[src/rtl/decoder_scan_nbit.sv]
// ---------------------------------------------------------------------------
// decoder_scan_nbit
//   N-to-2^N one-hot decoder with registered outputs and a built-in scan
//   sequencer. Direct mode decodes x. Continuous scan walks idx 0..LAST
//   every DIV enabled cycles. Single sweep does one pass started by a start
//   pulse and ends with a done pulse. Hold freezes the sequencer.
//
// Ports
//   clk   : clock, rising edge
//   rst   : asynchronous active-high reset
//   En    : enable; 0 blanks y and pauses the sequencer
//   mode  : 00 direct, 01 continuous scan, 10 single sweep, 11 hold
//   x     : external select (direct mode)
//   start : sweep launch pulse (mode 10 only)
//   y     : registered one-hot decode (one-cold when ACTIVE_LOW != 0)
//   idx   : sequencer index
//   step  : one-cycle pulse on the edge idx advances
//   busy  : sweep in progress
//   done  : one-cycle pulse when a sweep completes
// ---------------------------------------------------------------------------
module decoder_scan_nbit #(
  parameter int N          = 2,
  parameter int LAST       = (1 << N) - 1,
  parameter int DIV        = 4,
  parameter int ACTIVE_LOW = 0
) (
  input  logic                clk,
  input  logic                rst,
  input  logic                En,
  input  logic [1:0]          mode,
  input  logic [N-1:0]        x,
  input  logic                start,
  output logic [(1<<N)-1:0]   y,
  output logic [N-1:0]        idx,
  output logic                step,
  output logic                busy,
  output logic                done
);

  localparam int M  = 1 << N;
  localparam int PW = (DIV > 1) ? $clog2(DIV) : 1;

  localparam logic [PW-1:0] PRE_MAX  = PW'(DIV - 1);
  localparam logic [N-1:0]  IDX_LAST = N'(LAST);
  localparam logic [M-1:0]  Y_RST    = (ACTIVE_LOW != 0) ? {M{1'b1}} : {M{1'b0}};

  localparam logic [1:0] MODE_DIRECT = 2'b00;
  localparam logic [1:0] MODE_SCAN   = 2'b01;
  localparam logic [1:0] MODE_SWEEP  = 2'b10;

  typedef enum logic {S_IDLE, S_SWEEP} state_t;

  state_t          state_q, state_d;
  logic [1:0]      mode_q;
  logic [PW-1:0]   pre_q, pre_d;
  logic [N-1:0]    idx_q, idx_d;
  logic [M-1:0]    y_q, y_d;
  logic            step_q, step_d;
  logic            done_q, done_d;

  logic            mode_chg;
  logic            running;
  logic            launch;
  logic            abort;
  logic [N-1:0]    sel;
  logic            active;

  // One-hot decode of sel, blanked when inactive, polarity applied last.
  function automatic logic [M-1:0] decode(input logic [N-1:0] s, input logic act);
    logic [M-1:0] oh;
    oh = '0;
    if (act) oh[s] = 1'b1;
    return (ACTIVE_LOW != 0) ? ~oh : oh;
  endfunction

  assign mode_chg = (mode != mode_q);
  assign running  = (mode == MODE_SCAN) || ((mode == MODE_SWEEP) && (state_q == S_SWEEP));
  assign launch   = (state_q == S_IDLE) && (mode == MODE_SWEEP) && start;
  // Leaving mode 10 mid-sweep ends the sweep silently (no done pulse).
  assign abort    = (state_q == S_SWEEP) && (mode != MODE_SWEEP);

  always_comb begin
    sel    = idx_q;
    active = 1'b1;
    case (mode)
      MODE_DIRECT: sel    = x;
      MODE_SWEEP:  active = (state_q == S_SWEEP);
      default:     active = 1'b1;
    endcase
  end

  always_comb begin
    state_d = state_q;
    pre_d   = pre_q;
    idx_d   = idx_q;
    step_d  = 1'b0;
    done_d  = 1'b0;
    y_d     = decode(sel, En && active);
    if (launch) begin
      // Launch wins over the mode-change clear; both leave pre at 0.
      state_d = S_SWEEP;
      idx_d   = '0;
      pre_d   = '0;
    end else begin
      if (abort) state_d = S_IDLE;
      // A mode change restarts the step interval and never advances idx.
      if (mode_chg) begin
        pre_d = '0;
      end else if (running && En) begin
        if (pre_q == PRE_MAX) begin
          pre_d = '0;
          if ((state_q == S_SWEEP) && (idx_q == IDX_LAST)) begin
            state_d = S_IDLE;
            done_d  = 1'b1;
            idx_d   = '0;
          end else begin
            idx_d  = (idx_q == IDX_LAST) ? '0 : idx_q + N'(1);
            step_d = 1'b1;
          end
        end else begin
          pre_d = pre_q + PW'(1);
        end
      end
    end
  end

  // Register stage: all state and outputs
  always_ff @(posedge clk or posedge rst) begin
    if (rst) begin
      state_q <= S_IDLE;
      mode_q  <= MODE_DIRECT;
      pre_q   <= '0;
      idx_q   <= '0;
      y_q     <= Y_RST;
      step_q  <= 1'b0;
      done_q  <= 1'b0;
    end else begin
      state_q <= state_d;
      mode_q  <= mode;
      pre_q   <= pre_d;
      idx_q   <= idx_d;
      y_q     <= y_d;
      step_q  <= step_d;
      done_q  <= done_d;
    end
  end

  assign y    = y_q;
  assign idx  = idx_q;
  assign step = step_q;
  assign busy = (state_q == S_SWEEP);
  assign done = done_q;

endmodule

[config.mk]
export PLATFORM = sky130hd
export DESIGN_NAME = decoder_scan_nbit
export DESIGN_NICKNAME = d
export VERILOG_FILES = /design/src/rtl/decoder_scan_nbit.sv
export SDC_FILE = /design/constraint.sdc
export NUM_CORES = 1
export LEC_CHECK = 0
export ABC_AREA = 1
export CAP_MARGIN = 10
export CORE_ASPECT_RATIO = 1.1
export CORE_UTILIZATION = 40
export DETAILED_ROUTE_END_ITERATION = 7
export GPL_TIMING_DRIVEN = 0
export PLACE_DENSITY = 0.68
export SYNTH_ARGS = -nofsm -noshare
export SYNTH_HDL_FRONTEND = slang
export SYNTH_SLANG_ARGS = --single-unit
[constraint.sdc]
create_clock -name clk -period 1.3 [get_ports clk]
set_input_delay 0.13 -clock clk [delete_from_list [all_inputs] [get_ports clk]]
set_output_delay 0.13 -clock clk [all_outputs]
set_load 0.01 [all_outputs]
==> results.sh, run 1 <==
export IMPL_status="finished clean"
export IMPL_numCtsBuffers=3
export IMPL_cp_num_buf_inv=1
export IMPL_cpMaxStageDelayCell="clkdlybuf4s50_1"
export IMPL_period_needed_ps=1240
export IMPL_grt_pass1_vias=453
export IMPL_routed_wl_um=1200
export IMPL_clkLatencyLatePin_ps=270
export IMPL_syn_area_um2=633
export IMPL_cpLargestDelayFamily="buffers and inverters"
export IMPL_ir_drop_mv=0.795
export IMPL_synthesis_nets=79
export IMPL_syn_instance_count=69
export IMPL_drc=0
export IMPL_netSwitchingFraction=0.245
export IMPL_crit_path_max_incr_delay_ps=520
export IMPL_io_pins=17
export IMPL_cts_root_buf="clkbuf_4"
export IMPL_place_gp_congestion=0.680
export IMPL_clock_fmax_mhz=805
export IMPL_grt_remaining_overflow=0
export IMPL_synth_top_cell_by_area="dfrtp_1"
export IMPL_setup_tns_ps=0
export IMPL_power_frac_seq=0.550
export IMPL_drv_cap=0
export IMPL_htreeDepth=1
export IMPL_p_leak_nw=0.522
export IMPL_period_share=0.955
export IMPL_fin_cells=108
export IMPL_antenna_found_initial=0
export IMPL_required_ps=1170
export IMPL_setup_violations=0
export IMPL_clk_path_buf_depth=2
export IMPL_postRouteAntennaNets=0
export IMPL_wl_per_cell_um=11.1
export IMPL_worst_slew_pin_slew_ps=485
export IMPL_grt_max_degree=14
export IMPL_hpwl_um=893
export IMPL_synth_yosys_seq_area_share=0.514
export IMPL_vias=534
export IMPL_place_inst=101
export IMPL_drt_iter0_drc=9
export IMPL_hold_viol=0
export IMPL_portBuffers=16
export IMPL_nets=103
export IMPL_first_pass_iters=2
export IMPL_syn_to_final_growth_pct=38.9
export IMPL_switching_power_mw=0.189
export IMPL_placementRows=14
export IMPL_ys_top_cells_by_area="dfrtp_1 (51%), nand2_1 (7.1%), inv_1 (6.5%)"
export IMPL_drv_slew=0
export IMPL_yosys_cell_types_count=18
export IMPL_critPathArrivalTime_ps=1110
export IMPL_path_cells="clkdlybuf4s50_1"
export IMPL_finClkSkew_ps=4.21
export IMPL_drive_above_1_share=0.185
export IMPL_grt_use_total=0.167
export IMPL_grt_pass1_wl_um=1950
export IMPL_final_util=0.620
export IMPL_cp_start_kind="flop"
export IMPL_via_per_inst=4.94
export IMPL_rsz0062_at_grt="no"
export IMPL_synth_seq_cells=13
export IMPL_ys_warn_count=0
export IMPL_die_h_um=43.7
export IMPL_path_clk_slew_ps=70
export IMPL_slew_headroom=0.677
export IMPL_hold_buffers=0
export IMPL_cp_end_kind="output port"
export IMPL_hp_class="primary input to flop"
export IMPL_antenna_cells=0
export IMPL_die_area_mm2=0.00175
export IMPL_core_area_mm2=0.00142
export IMPL_p_int_mw=0.580
export IMPL_worstSetupPathType="flop to output port"
export IMPL_die_x_um=39.9
export IMPL_yosys_area_top_type_share=0.514
export IMPL_p_clk_frac=0.313
export IMPL_tritoncts="yes"
export IMPL_clkSinkCount=13
export IMPL_power_frac_comb=0.136
export IMPL_p_per_area_mw_per_mm2=874
export IMPL_avgSynthCellArea_um2=9.18
export IMPL_initial_core_util=0.446
export IMPL_path_max_fanout=1
export IMPL_hold_ws_ps=109
-- final cells by class --
class,count,area (µm²)
multi-input combinational,44,268
tap,16,20.0
inverter,12,45.0
timing repair buffer,19,194
clock buffer,4,26.3
fill,135,539
sequential,13,327
-- stage by stage --
stage          total power, mW  setup WS (ps)  area, µm²
2_1_floorplan            0.486            131        633
3_3_place_gp             0.533           -236        813
3_5_place_dp             0.536           -258        813
4_1_cts                  0.785           1.81        860
5_1_grt                  0.817           13.1        880
6_report                 0.769           58.2        880
-- final timing paths --
kind                        endpoint  slack (ps)  startpoint  cells after the start
setup / recovery                y[1]          60        y[1]                      1
hold / removal             mode_q[0]         110     mode[0]                      1
setup reg to reg                busy          90        busy                      5
hold reg to reg             pre_q[1]         510    pre_q[1]                      2
max in group asynchronous       busy         770         rst                      2
min in group asynchronous  mode_q[1]         170         rst                      2
-- registers in the layout, indices dropped and copies added, names as in the netlist --
name	flops
pre_q	2
busy	1
y	4
step	1
done	1
idx	2
mode_q	2
-- power by group through the flow --
stage,combinational (mW),sequential [mW],clock (mW)
6_report,0.105,0.423,0.241
5_1_grt,0.119,0.425,0.274
4_1_cts,0.111,0.420,0.254
3_5_place_dp,0.106,0.430,0
3_3_place_gp,0.104,0.430,0
2_1_floorplan,0.0544,0.432,0
-- metal layers --
metal / share of wire / track usage / up-vias
met5: 0 / 0 / -
met4: 0 / 0.0207 / 0
met3: 0.066 / 0.0923 / 0
met2: 0.52 / 0.252 / 15
met1: 0.41 / 0.214 / 248
li1: - / - / 271
-- synth_stat cells --
cell and number:
dfrtp_1 13, nand2_1 12, inv_1 11, nand3_1 7, nor2_1 4, nor3_1 4
nand4_1 3, ha_1 2, nand2_2 2, nor2_4 2, o21ai_1 2, a21oi_1 1
a21oi_4 1, a31oi_1 1, inv_2 1, nand3_4 1, nor2_2 1, o31ai_1 1
-- placed cells by master, fill, tap and decap left out, types with 2 or more instances in the layout --
cell type and count:
nand4_1 3, inv_1 10, dlygate4sd2_1 3, nand2_1 12, clkbuf_4 3, inv_2 2, dfrtp_1 12, o21ai_1 2
nand3_1 6, nor2_1 4, dlymetal6s2s_1 6, buf_4 3, nor2_4 2, clkdlybuf4s50_1 7, nor3_1 4, ha_1 2
nand2_2 2
-- kinds of logic (layout without fill, tap and decap cells) --
kind of cell / count (synthesis) / after routing / synth area share
AND/OR/NAND/NOR: 36 / 36 / 0.304
flip-flops: 13 / 13 / 0.514
buffers and inverters: 12 / 35 / 0.0711
AO/OA/AOI/OAI: 6 / 6 / 0.0712
adder cells (fa/ha/maj): 2 / 2 / 0.0395
-- repair_timing --
action                     in CTS  in global routing
pin swaps                       0                  2
setup endpoints to repair       4                 11
buffers inserted                3                  1
gates resized for setup         4                  8
cloned                          0                  0
No activity file was read; power rests on OpenSTA's default activity.
==> run 2: changes to the inputs <==
--- a/config.mk
+++ b/config.mk
@@ -5,7 +5,7 @@
 export SDC_FILE = /design/constraint.sdc
 export NUM_CORES = 1
 export LEC_CHECK = 0
-export ABC_AREA = 1
+export ABC_AREA = 0
 export CAP_MARGIN = 10
 export CORE_ASPECT_RATIO = 1.1
 export CORE_UTILIZATION = 40
==> results.sh, run 2 <==
export IMPL_r2r_end="pre_q[0]"
export IMPL_postRouteAntennaNets=0
export IMPL_slew_headroom=0.672
export IMPL_status="finished clean"
export IMPL_hpwl_um=937
export IMPL_yosys_top_cells_count="dfrtp_1 (13), inv_1 (5), nand2_1 (5), nor3_1 (5), mux2i_1 (3)"
export IMPL_syn_to_final_growth_pct=44.5
export IMPL_r2r_start="busy"
export IMPL_path_cells="nand4bb_1 > and3_1 > a32o_1"
export IMPL_final_cell_mix="dfrtp_1 (12), clkdlybuf4s50_1 (11), buf_4 (9)"
export IMPL_synth_seq_cells=13
export IMPL_die_h_um=45.4
export IMPL_p_total_mw=0.786
export IMPL_synthesis_nets=72
export IMPL_htreeDepth=1
export IMPL_ff2ff_path_depth=3
export IMPL_cp_end_kind="flop"
export IMPL_grt_remaining_overflow=0
export IMPL_nets=102
export IMPL_drv_slew=0
export IMPL_drv_cap=0
export IMPL_async_flop_share=1.00
export IMPL_required_ps=1460
export IMPL_crit_path_max_incr_delay_ps=440
export IMPL_fin_cells=108
export IMPL_power_frac_comb=0.151
export IMPL_final_common_cell="dfrtp_1"
export IMPL_ys_top_cells_by_area="dfrtp_1 (47%), mux2i_1 (4.4%), ha_1 (3.6%)"
export IMPL_drc=0
export IMPL_path_max_fanout=5
export IMPL_portBuffers=16
export IMPL_synth_edf_count=0
export IMPL_cpMaxStageDelayCell="dfrtp_2"
export IMPL_clkLatencyLatePin_ps=270
export IMPL_grt_pass1_wl_um=2180
export IMPL_ys_warn_count=0
export IMPL_syn_instance_count=62
export IMPL_crit_cells=3
export IMPL_p_int_mw=0.598
export IMPL_yosys_area_top_type_share=0.474
export IMPL_die_area_mm2=0.00188
export IMPL_clock_fmax_mhz=784
export IMPL_place_inst=95
export IMPL_synth_top_cell_by_area="dfrtp_1"
export IMPL_power_frac_seq=0.535
export IMPL_grt_max_degree=14
export IMPL_setup_violations=0
export IMPL_synth_yosys_seq_area_share=0.474
export IMPL_yosysMostFrequentCell="dfrtp_1"
export IMPL_ir_drop_mv=0.473
export IMPL_place_gp_congestion=0.704
export IMPL_cpLargestDelayFamily="simple AND/OR/NAND/NOR gates"
export IMPL_grt_pass1_vias=538
export IMPL_rsz0062_at_grt="yes"
export IMPL_clkSinkCount=13
export IMPL_initial_core_util=0.435
export IMPL_worstSetupPathType="flop to flop"
export IMPL_wl_per_cell_um=12.3
export IMPL_cp_num_buf_inv=0
export IMPL_io_pins=17
export IMPL_first_pass_iters=4
export IMPL_regToRegSetupSlack_ps=20
export IMPL_path_clk_slew_ps=80
export IMPL_die_x_um=41.5
export IMPL_syn_area_um2=686
export IMPL_cp_start_kind="flop"
export IMPL_p_clk_frac=0.314
export IMPL_placementRows=15
export IMPL_hold_buffers=0
export IMPL_p_leak_nw=0.515
export IMPL_fillers=143
export IMPL_yosys_cell_types_count=29
export IMPL_antenna_found_initial=0
export IMPL_netSwitchingFraction=0.240
export IMPL_antenna_cells=0
export IMPL_avgSynthCellArea_um2=11.1
export IMPL_ys_flop_type="dfrtp_1"
export IMPL_critPathLaunch="busy"
export IMPL_hold_viol=0
export IMPL_core_area_mm2=0.00158
export IMPL_hp_class="primary input to async pin"
export IMPL_clk_path_buf_depth=2
export IMPL_largest_reg_flops=4
export IMPL_period_share=0.981
export IMPL_finClkSkew_ps=3.30
export IMPL_drt_iter0_drc=6
export IMPL_grt_use_total=0.156
export IMPL_cp_endpoint="pre_q[0]"
export IMPL_routed_wl_um=1330
export IMPL_numCtsBuffers=3
export IMPL_cts_root_buf="clkbuf_4"
export IMPL_period_needed_ps=1280
export IMPL_switching_power_mw=0.188
export IMPL_critPathArrivalTime_ps=1440
export IMPL_via_per_inst=5.27
export IMPL_drive_above_1_share=0.231
export IMPL_worst_slew_pin_slew_ps=492
export IMPL_vias=569
export IMPL_p_per_area_mw_per_mm2=794
export IMPL_tritoncts="yes"
==> run 2: cell count changes after synthesis, sizes merged, moves of 3 or more <==
cell   previous run  this run
inv              12         5
mux2i             0         3
nand2            14         5
nand3             8         0
nand4             3         0
nor2              7         2
==> run 2: worst min path at each step <==
stage | from | end | slack [ps] | cells past startpoint
4_1_cts | rst | pre_q[1] | 190 | 2
6_report | rst | pre_q[1] | 180 | 2
2_1_floorplan | rst | busy | 7 | 1
3_5_place_dp | rst | pre_q[1] | 490 | 2
5_1_grt | rst | y[1] | 240 | 2
3_3_place_gp | rst | pre_q[1] | 490 | 2
==> run 2: final cells by class <==
type / count / area, µm² / area share
repair buffers: 25 / 236 / 0.239
inverters: 5 / 18.8 / 0.0189
plain buffers: 2 / 22.5 / 0.0227
well taps: 17 / 21.3 / 0.0215
flip-flops and latches: 13 / 327 / 0.330
clock buffers: 4 / 26.3 / 0.0265
multi-input cells: 42 / 339 / 0.342
==> run 2: per-layer routing <==
metal,track usage,vias to the layer above,part of all wire
li1,-,284,-
met1,0.198,273,0.45
met2,0.253,10,0.50
met3,0.0357,2,0.032
met4,0.0774,0,0.0098
met5,0,-,0
==> run 2: power groups by stage <==
stage / Combinational, mW / Clock (mW) / Sequential, mW
after detailed placement: 0.108 / 0 / 0.430
final: 0.119 / 0.247 / 0.421
after floorplan: 0.0578 / 0 / 0.431
after CTS: 0.116 / 0.256 / 0.420
after global routing: 0.131 / 0.276 / 0.422
after global placement: 0.107 / 0 / 0.430
==> run 2: what timing repair did <==
action / 4_1_cts / 5_1_grt
gates cloned: 0 / 0
endpoints found under the setup margin: 5 / 6
setup buffers: 6 / 3
pin swaps: 0 / 4
gates resized for setup: 3 / 7
==> run 2: cell families after synthesis <==
family                   after synthesis  synth area share
AO/OA/AOI/OAI                         12             0.142
XOR/XNOR                               2            0.0256
adder cells (fa/ha/maj)                2            0.0365
buffers and inverters                  7            0.0602
flip-flops                            13             0.474
multiplexers                           4            0.0657
AND/OR/NAND/NOR                       22             0.195
==> run 2: stage by stage <==
step	hold slack (ps)	util	setup WS, ps	TNS, ps	cell area (µm²)
after floorplan	6.96	-	64.8	0	686
after global placement	489	0.550	-255	-1800	867
after detailed placement	494	0.550	-266	-1950	867
after CTS	193	0.597	11.1	0	941
after global routing	242	0.629	-13.0	-14.8	991
final	177	0.629	24.4	0	991
==> run 3: changes to the inputs <==
--- a/config.mk
+++ b/config.mk
@@ -6,6 +6,7 @@
 export NUM_CORES = 1
 export LEC_CHECK = 0
 export ABC_AREA = 0
+export ABC_CLOCK_PERIOD_IN_PS = 1300
 export CAP_MARGIN = 10
 export CORE_ASPECT_RATIO = 1.1
 export CORE_UTILIZATION = 40
==> results of run 3 <==
Same layout as run 2: the final DEF is identical, and so are final timing and power.
